<file path="src/rtl/dds_wave_gen.sv">
// DDS waveform generator: phase accumulator feeding a two-stage sine/triangle/sawtooth/square shaper.
// Define DDS_SYNC_SWITCH_EN to defer waveform switches to the accumulator wrap (glitch-free period).
`timescale 1ns/1ps
module dds_wave_gen #(
  parameter int unsigned      ACC_W  = 32,
  parameter logic [ACC_W-1:0] FW_RST = ACC_W'(32'h0100_0000)
) (
  input  logic             sys_clk,
  input  logic             sys_rst,
  input  logic [1:0]       wave_c,
  input  logic [ACC_W-1:0] fw_in,
  input  logic             fw_load,
  input  logic             en,
  output logic [7:0]       dac_data,
  output logic             dac_valid,
  output logic [1:0]       wave_active,
  output logic             phase_wrap
);

  localparam logic [1:0] WAVE_SINE = 2'b00;
  localparam logic [1:0] WAVE_TRI  = 2'b01;
  localparam logic [1:0] WAVE_SAW  = 2'b10;
  localparam logic [1:0] WAVE_SQR  = 2'b11;

  // Quarter-wave magnitude m(k) = round(127*sin(pi/2*(k+0.5)/64)), sampled at bin centres.
  localparam logic [6:0] QTAB [64] = '{
    7'd2,   7'd5,   7'd8,   7'd11,  7'd14,  7'd17,  7'd20,  7'd23,
    7'd26,  7'd29,  7'd32,  7'd35,  7'd38,  7'd41,  7'd44,  7'd47,
    7'd50,  7'd53,  7'd56,  7'd58,  7'd61,  7'd64,  7'd67,  7'd69,
    7'd72,  7'd74,  7'd77,  7'd79,  7'd82,  7'd84,  7'd86,  7'd89,
    7'd91,  7'd93,  7'd95,  7'd97,  7'd99,  7'd101, 7'd103, 7'd105,
    7'd106, 7'd108, 7'd110, 7'd111, 7'd113, 7'd114, 7'd115, 7'd117,
    7'd118, 7'd119, 7'd120, 7'd121, 7'd122, 7'd123, 7'd124, 7'd124,
    7'd125, 7'd125, 7'd126, 7'd126, 7'd127, 7'd127, 7'd127, 7'd127
  };

  logic [ACC_W-1:0] acc;
  logic [ACC_W-1:0] fw;
  logic [ACC_W:0]   sum;
  logic             wave_load;

  logic [7:0]       p_s1;
  logic [1:0]       wave_s1;
  logic             en_s1;

  logic [5:0]       idx;
  logic [6:0]       mag;
  logic [7:0]       sample;

  always_comb begin
    sum = {1'b0, acc} + {1'b0, fw};
  end

`ifdef DDS_SYNC_SWITCH_EN
  // Switch only when the period restarts, or freely while the accumulator is stopped.
  always_comb begin
    wave_load = ~en | sum[ACC_W];
  end
`else
  always_comb begin
    wave_load = 1'b1;
  end
`endif

  always_comb begin
    idx    = p_s1[6] ? ~p_s1[5:0] : p_s1[5:0];
    mag    = QTAB[idx];
    sample = p_s1;
    case (wave_s1)
      WAVE_SINE: sample = p_s1[7] ? (8'd127 - {1'b0, mag}) : (8'd128 + {1'b0, mag});
      WAVE_TRI:  sample = p_s1[7] ? ~{p_s1[6:0], 1'b0} : {p_s1[6:0], 1'b0};
      WAVE_SAW:  sample = p_s1;
      WAVE_SQR:  sample = {8{~p_s1[7]}};
      default:   sample = p_s1;
    endcase
  end

  always_ff @(posedge sys_clk) begin
    if (sys_rst) begin
      acc         <= '0;
      fw          <= FW_RST;
      wave_active <= WAVE_SINE;
      phase_wrap  <= 1'b0;
      p_s1        <= '0;
      wave_s1     <= WAVE_SINE;
      en_s1       <= 1'b0;
      dac_data    <= 8'd128;
      dac_valid   <= 1'b0;
    end else begin
      if (en)
        acc <= sum[ACC_W-1:0];
      if (fw_load)
        fw <= fw_in;
      if (wave_load)
        wave_active <= wave_c;
      phase_wrap <= en & sum[ACC_W];
      p_s1       <= acc[ACC_W-1 -: 8];
      wave_s1    <= wave_active;
      en_s1      <= en;
      dac_valid  <= en_s1;
      // Samples from stopped cycles are dropped so the output holds the last live sample.
      if (en_s1)
        dac_data <= sample;
    end
  end

endmodule

</file>
<file path="config.mk">
export PLATFORM = sky130hd
export DESIGN_NAME = dds_wave_gen
export DESIGN_NICKNAME = d
export VERILOG_FILES = /design/src/rtl/dds_wave_gen.sv
export SDC_FILE = /design/constraint.sdc
export NUM_CORES = 1
export LEC_CHECK = 0
export ABC_AREA = 1
export CAP_MARGIN = 20
export CELL_PAD_IN_SITES_DETAIL_PLACEMENT = 2
export CELL_PAD_IN_SITES_GLOBAL_PLACEMENT = 2
export CORE_AREA = 5 5 145 147
export CTS_BUF_LIST = sky130_fd_sc_hd__clkbuf_16
export DETAILED_ROUTE_END_ITERATION = 8
export DIE_AREA = 0 0 150 152
export PLACE_DENSITY = 0.89
export SLEW_MARGIN = 0
export SYNTH_ARGS = -nofsm -noshare
export SYNTH_HDL_FRONTEND = slang
export SYNTH_SLANG_ARGS = --single-unit
export TNS_END_PERCENT = 1
</file>
<file path="constraint.sdc">
create_clock -name sys_clk -period 2.6 [get_ports sys_clk]
set_input_delay 0.26 -clock sys_clk [delete_from_list [all_inputs] [get_ports sys_clk]]
set_output_delay 0.26 -clock sys_clk [all_outputs]
set_load 0.1 [all_outputs]
</file>
---- Yosys cells after proc, flatten, opt, wreduce, memory -nomap -nowiden ----
Memories as Yosys holds them, arrays and structs flattened.
Cells that the tools add are included.
W data, S select, Z words.
word-level totals
  flip-flop bits (word level) ............. 87
  ROM bits ................................ 448
  input port bits ......................... 38
  output and inout port bits .............. 12
  word-level logic and storage cells ...... 29
  memories ................................ 1
operators by class
  add/subtract/negate cells ............... 3
  magnitude comparators ................... 1
  eq/ne operators ......................... 3
  multiplexer cells ....................... 6
  bitwise operators ....................... 5
  reduce and logical (&&, ||, !) cells .... 1
memory list
  memory            depth  width  read ports  clocked after Yosys merged registers in  write ports  line  RTL
  (name not given)  64     7      1           0                                        0            67    mag = QTAB[idx];
operator list
  operator               number
  $add A32 B32 Y33       1
  $pmux W8 S4            1
  $mux W8                2
  $mux W7                2
  $add A8 B7 Y8 const A  1
  $not A8 Y8             1
  $sub A7 B7 Y8 const A  1
  $ge A7 B7 Y1 const B   1
  $not A6 Y7             1
  $mux W6                1
  $not A6 Y6             1
  $eq A2 B2 Y1 const B   2
  $eq A2 B1 Y1 const B   1
  $logic_not A2 Y1       1
  $and A1 B1 Y1          1
  $not A1 Y1             1

---- Logic depth before layout (Yosys ltp) ----
Gate-level depths: netlist of run 1.
  depth in word-level cells ............... 9
  mapped depth ............................ 15

---- Worst setup path after synthesis of run 1 ----
OpenSTA, ideal clock, no wires.
  path type ............................... reg2reg
  start ................................... reg acc[0]
  end ..................................... reg acc[30]
  library setup time ...................... 109 ps
  arrival time ............................ 1752 ps
  required time ........................... 2491 ps
  slack ................................... 739 ps
  cell stages (with the launch flop) ...... 15
  path buffers ............................ 0
  period minus slack after synthesis ...... 1861 ps
  cell sequence ........................... dfxtp_1 ha_1 fa_1 nand3_1 nand2_1 nand3_1 nand2_1 nand2_1 nand2_1 nand2_1 nand2_1 nand2_1 nand3_1 nand2_1 inv_1
on the way
  cells in the longest elaborated chain, start to end .. 1
ends and longest elaborated chain
  element                 line  RTL
  from (decl)             37    logic [ACC_W-1:0] acc;
  from (signal assigned)  91    acc <= sum[ACC_W-1:0];
  $add A32 B32 Y33        51    sum = {1'b0, acc} + {1'b0, fw};
Every way passes these cells.
A chain may end at the register's enable or synchronous reset.

---- Worst setup path after layout of run 1 ----
Same ends and word-level chain as after synthesis.

==> run metrics, run 1 <==
Mapped Nets 1,080; CP max stage cell fa_1; simple-gate share of the synthesized area about 34%; Pleak approximately 3.7 nW; vias in the first global route around 7,200; global-route wire length before repair ~37 mm; H-tree levels 3; Crit path required time between 2000 and 3000 ps; crit path DAT between 2000 and 3000 ps; DRT Wirelength 22.9 mm; complex-gate fraction of the synthesized area between 10% and 20%; most frequent cells in the layout 253 x nand2_1, 169 x nor2_1, 138 x inv_1, 94 x o21ai_0, 87 x dfxtp_1; CP cell instances ha_1 > fa_1 > nand3_1 > nand2_1 > nand3_1 > nand2_1 > nand2_1 > nand2_1 > nand2_1 > nand2_1 > nand2_1 > nand3_1 > nand2_1 > inv_1; yosys warns 0; GRT Util Overall about a fifth; Worst Max-Slew Pin Slew approximately 620 ps; total power between 4 and 5 mW; clock sink count a little under 90; Final setup viols 0; # hold bufs at CTS 0; final hold viol count 0; unrepaired setup endpoints after global routing no; CTS Buf Count 9; Syn-to-layout area delta 18.0%; setup TNS 0 ps; Die W 150 um; CP max FO 4; GPL Wtd Cong between 0.9 and 1; Die Area around 23,000 um2; Post-DP HPWL ~18 mm; iteration count of the initial detailed-routing pass 4; max cap viols 0; Root Buffer clkbuf_16; Crit Path Category reg -> reg; dominant cell type by area after synthesis dfxtp_1; Port-buffer cells just under 50; FF+latch count, synth between 80 and 90; fin nets about 1,100; Initial Utilization a little under a third; Hold Worst Slack roughly 430 ps; slowest stage delay, CP about 450 ps; Max Root-Sink Buffers 2; Die Y about 150 um; post-synthesis xor/xnor area fraction approximately 2.7%; crit path time final 2430 ps; min-delay worst type in -> reg; most area-consuming cells after synthesis dfxtp_1 29%, nand2_1 16%, nor2_1 10%; vias approximately 6,600; row count 52; Fmax achieved just over 400 MHz; Post-Synth Adder-Cell Area 8.72%; maximum VDD drop 0.309 mV; DR iter-0 viols between 200 and 300; status completed; largest net degree at the start of global routing 33; most common cell after layout, fill and taps aside nand2_1; CP Capture Type flop; Synth top area share about 29%; WL/cell approximately 17 um; I/O Pins 50; register area share after synthesis 28.5%; Mapped Area 6110 um2; CP most frequent cell nand2_1; post_cts resized 0; Slew HR 58.8%; layout cells sized above 1 under 10%; DRT antenna net count 0; fillers 2,486; Setup Fix Bufs, Post-CTS 0; drt via density around 5.0; grt ovf 0; Post-Synthesis Cells ~1,000; CTS tree yes; area occupied by multi-input gates approximately 3700 um2; Reg area 1740 um2; worst-case clock skew about 11 ps; Antenna Cells 0; pwr dens slightly below 600 nW/um2; fin util 36.5%; main combinational cell family by area after synthesis simple AND/OR/NAND/NOR gates; mean area per synthesized cell a little over 6 um2; Slew Limit Fails 0; clock latency on the worst-skew pair between 300 and 400 ps; Final Cycle Share between 90% and 100%; fraction of synthesized area in multiplexers 0%; DR DRC count 0; initial antenna violation count 1; post-synth cell types 28; clk slew on worst S/H paths approximately 70 ps; startpoint types flop; Core Area around 20,000 um2
[layer usage]
metal / share of wire (%) / track usage [%] / up-vias
li1: - / - / 3256
met3: 2.9 / 3.07 / 24
met2: 50 / 36.3 / 79
met4: 1.3 / 4.18 / 2
met5: 0.035 / 0 / -
met1: 45 / 25.5 / 3236
[flip-flops by register name, indices dropped and copies added (netlist names)]
signal / cells
wave_active: 2
acc: 32
fw: 32
dac_valid: 1
phase_wrap: 1
dac_data: 8
wave_s1: 2
en_s1: 1
p_s1: 8
[through the flow]
step / area [um2] / std cells / setup WS, ps
floorplan: 6110 / 1000 / 739
global placement: 6890 / 1305 / 261
detailed placement: 6890 / 1305 / 182
CTS: 7210 / 1321 / 159
global route: 7210 / 1321 / 26.9
finish: 7210 / 1321 / 173
[worst max-delay path, delay by kind of cell, from the launching register on]
| family | cells | cell delay (ps) |
|---|---|---|
| flops | 1 | 320 |
| simple gates | 11 | 1240 |
| buf+inv | 1 | 30 |
| fa+ha+maj | 2 | 730 |
[cell type report]
class	count	area share [%]
sequential	87	24.1
clock buffer	9	3.12
inverter	142	7.39
clock inverter	7	1.42
multi-input combinational	744	51.3
tap	270	4.68
timing repair buffer	62	7.91
[cells in the mapped netlist (all sizes together)]
master / count
inv: 141
o21ai: 94
o21bai: 1
xnor2: 2
nand4: 2
a311oi: 5
a31oi: 3
clkinv: 1
buf: 3
o31ai: 1
clkbuf: 24
nor2: 169
nand3: 64
a21oi: 62
nand2: 269
o211ai: 3
dfxtp: 87
ha: 41
nor3: 11
xor2: 15
fa: 1
o221ai: 1
[cells by family after synthesis]
family	count (synthesis)
simple gates	515
compound gates	170
buf+inv	169
flops	87
fa+ha+maj	42
xor+xnor	17
[path summary, 6_finish.rpt]
check | start | endpoint | slack, ps | cells past startpoint
setup / recovery | acc[0] | acc[30] | 170 | 14
hold / removal | wave_c[1] | wave_active[1] | 430 | 3
setup reg to reg | acc[0] | acc[30] | 170 | 14
hold reg to reg | wave_active[0] | wave_s1[0] | 450 | 2
[power by group]
part / switching, mW / internal (mW)
logic: 0.807 / 0.393
clock network: 0.618 / 0.852
registers: 0.0763 / 1.44
Power figures use the tool's default switching activity.
==> inputs of run 2 (changes only) <==
CORE_AREA = 5 5 152 154   (was 5 5 145 147)
DIE_AREA = 0 0 157 159   (was 0 0 150 152)
PLACE_DENSITY = 0.86   (was 0.89)
clock period = 2 ns   (was 2.6 ns; I/O delays follow)
==> run 2 against run 1 <==
Net effect:
- the run now ends with negative setup slack left
- global-route usage is 0.87 points lower
- fmax rose by 15%
- critical path depth fell by 1
- hold slack lost 45 ps
- core utilization rose by 0.94 points
- via count rose by 6.7%
- critical path type unchanged
==> run metrics, run 2 (synthesis gave the netlist of run 1 again) <==
maximum VDD drop around 0.38 mV; setup TNS -466 ps; CTS tree yes; drt via density between 5 and 6; violated checks negative setup slack; worst-case clock skew about 11 ps; DR iter-0 viols 327; fillers roughly 2,600; Post-DP HPWL roughly 18 mm; final hold viol count 0; crit path time final ~2100 ps; CTS Buf Count 9; most frequent cells in the layout 219 x nand2_1, 155 x nor2_1, 134 x inv_1, 83 x o21ai_0, 79 x dfxtp_1; Core Area around 22,000 um2; Die Area 25,000 um2; Slew Limit Fails 0; H-tree levels 3; final worst-path setup slack -106 ps; DRT antenna net count 0; RR Endpoint acc[30]; startpoint types flop; Clk network pwr share 32.1%; Worst Max-Slew Pin Slew 1030 ps; Final Cycle Share 105%; initial antenna violation count 0; crit path launch fw[10]; Crit path required time approximately 2300 ps; Die Y approximately 160 um; crit path DAT 2410 ps; GRT Util Overall 19.3%; Crit Path Category reg -> reg; R2R Setup Slk -110 ps; layout cells sized above 1 about a fifth; CP Capture Type flop; fin nets roughly 1,200; metal2 WL ~15 mm; DRT Wirelength roughly 29 mm; CP max stage cell dfxtp_1; met1 WL between 10 and 15 mm; Initial Utilization between 20% and 30%; Min-Delay Path Depth 3; net switching power around 2.2 mW; Comb pwr share between 30% and 40%; clock sink count 87; status finished, violations left; Fmax achieved ~470 MHz; grt ovf 0; GPL Wtd Cong between 0.8 and 0.9; Port-buffer cells between 40 and 50; slowest stage delay, CP 370 ps; iteration count of the initial detailed-routing pass 4; pwr dens ~730 nW/um2; row count 54; WL/cell 21.4 um; Placement Cell Area 7080 um2; largest net degree at the start of global routing 43; CP most frequent cell nand2_1; internal power approximately 3.7 mW; design area 8060 um2; most common cell after layout, fill and taps aside nand2_1; I/O Pins 50; clock latency on the worst-skew pair between 300 and 400 ps; Pleak between 3 and 4 nW; end of the critical path acc[30]; Slew HR 31.4%; Flop pwr share roughly a third; clk slew on worst S/H paths 70 ps; top flop regs acc: 32 flops, fw: 32 flops; Root Buffer clkbuf_16; R2R depth 13; global-route wire length before repair roughly 39 mm; Die W 157 um; CP max FO 4; Max Root-Sink Buffers 2; Switching Share a little under two fifths; Antenna Cells 0; vias 7,042; CP cell instances ha_4 > nand2_1 > nor2_2 > inv_1 > nor3_2 > nand2_2 > nand2_2 > nand2_2 > nand2_1 > nand2_1 > nand3_1 > nand2_1 > inv_1; reg2reg start fw[10]; max cap viols 0; unrepaired setup endpoints after global routing yes; Syn-to-layout area delta 31.9%; min-delay worst type in -> reg; DR DRC count 0; vias in the first global route around 7,400; Met3 Wirelength 1.11 mm; top sig layer met4; Final setup viols 13
[run 2: cell count changes in the layout (fill, tap and decap cells not counted), sizes merged]
cell,before,now
buf,25,49
inv,143,142
[run 2: final cells by class]
cell class	instances	area, um2	area share [%]
clock buffers	9	225	2.79
clock inverters	6	85.1	1.06
flip-flops and latches	87	1750	21.7
inverters	142	543	6.73
well taps	280	350	4.35
repair buffers	86	796	9.87
multi-input cells	744	4310	53.5
[run 2: metal layers]
metal	track usage [%]	up-vias
met5	0	-
met4	4.22	0
met3	2.72	68
met2	34.7	193
met1	24.4	3479
li1	-	3302
[run 2: per-stage QoR]
step                      util [%]  hold slack, ps  total power [mW]  worst slack [ps]  instances
after floorplan                  -             307              3.06               139       1000
after global routing          37.4             385              6.15              -224       1354
final                         37.4             386              5.88              -106       1354
after detailed placement      32.8             428              3.64              -146       1334
after global placement        32.8             425              3.55              19.3       1334
after CTS                     34.7             387              5.55             -37.4       1349
[run 2: power by group through the flow]
stage                     sequential, mW  combinational, mW  clock, mW
after CTS                           1.97               1.69       1.89
after detailed placement            2.01               1.64          0
after global routing                2.01               2.15       1.98
after floorplan                     2.08              0.977          0
after global placement              2.00               1.55          0
final                               2.00               1.99       1.89
[run 2: worst min-delay path by stage]
stage | startpoint | end | slack (ps)
after CTS | wave_c[1] | wave_active[1] | 390
after floorplan | wave_c[0] | wave_active[0] | 310
after global routing | wave_c[1] | wave_active[1] | 380
after detailed placement | wave_active[0] | wave_s1[0] | 430
final | wave_c[1] | wave_active[1] | 390
after global placement | wave_active[0] | wave_s1[0] | 430
[run 2: what timing repair did]
item | in CTS | in global routing
resized for setup | 34 | 136
endpoints found under the setup margin | 27 | 29
buffers inserted | 0 | 5
pin swaps | 0 | 25
hold buffers | 0 | 0
[run 2: worst max-delay path, delay by kind of cell, from the launching register on]
family,cells,cell delay (ps)
flip-flops,1,370
adder cells (fa/ha/maj),1,320
AND/OR/NAND/NOR,10,1090
buffers and inverters,2,250
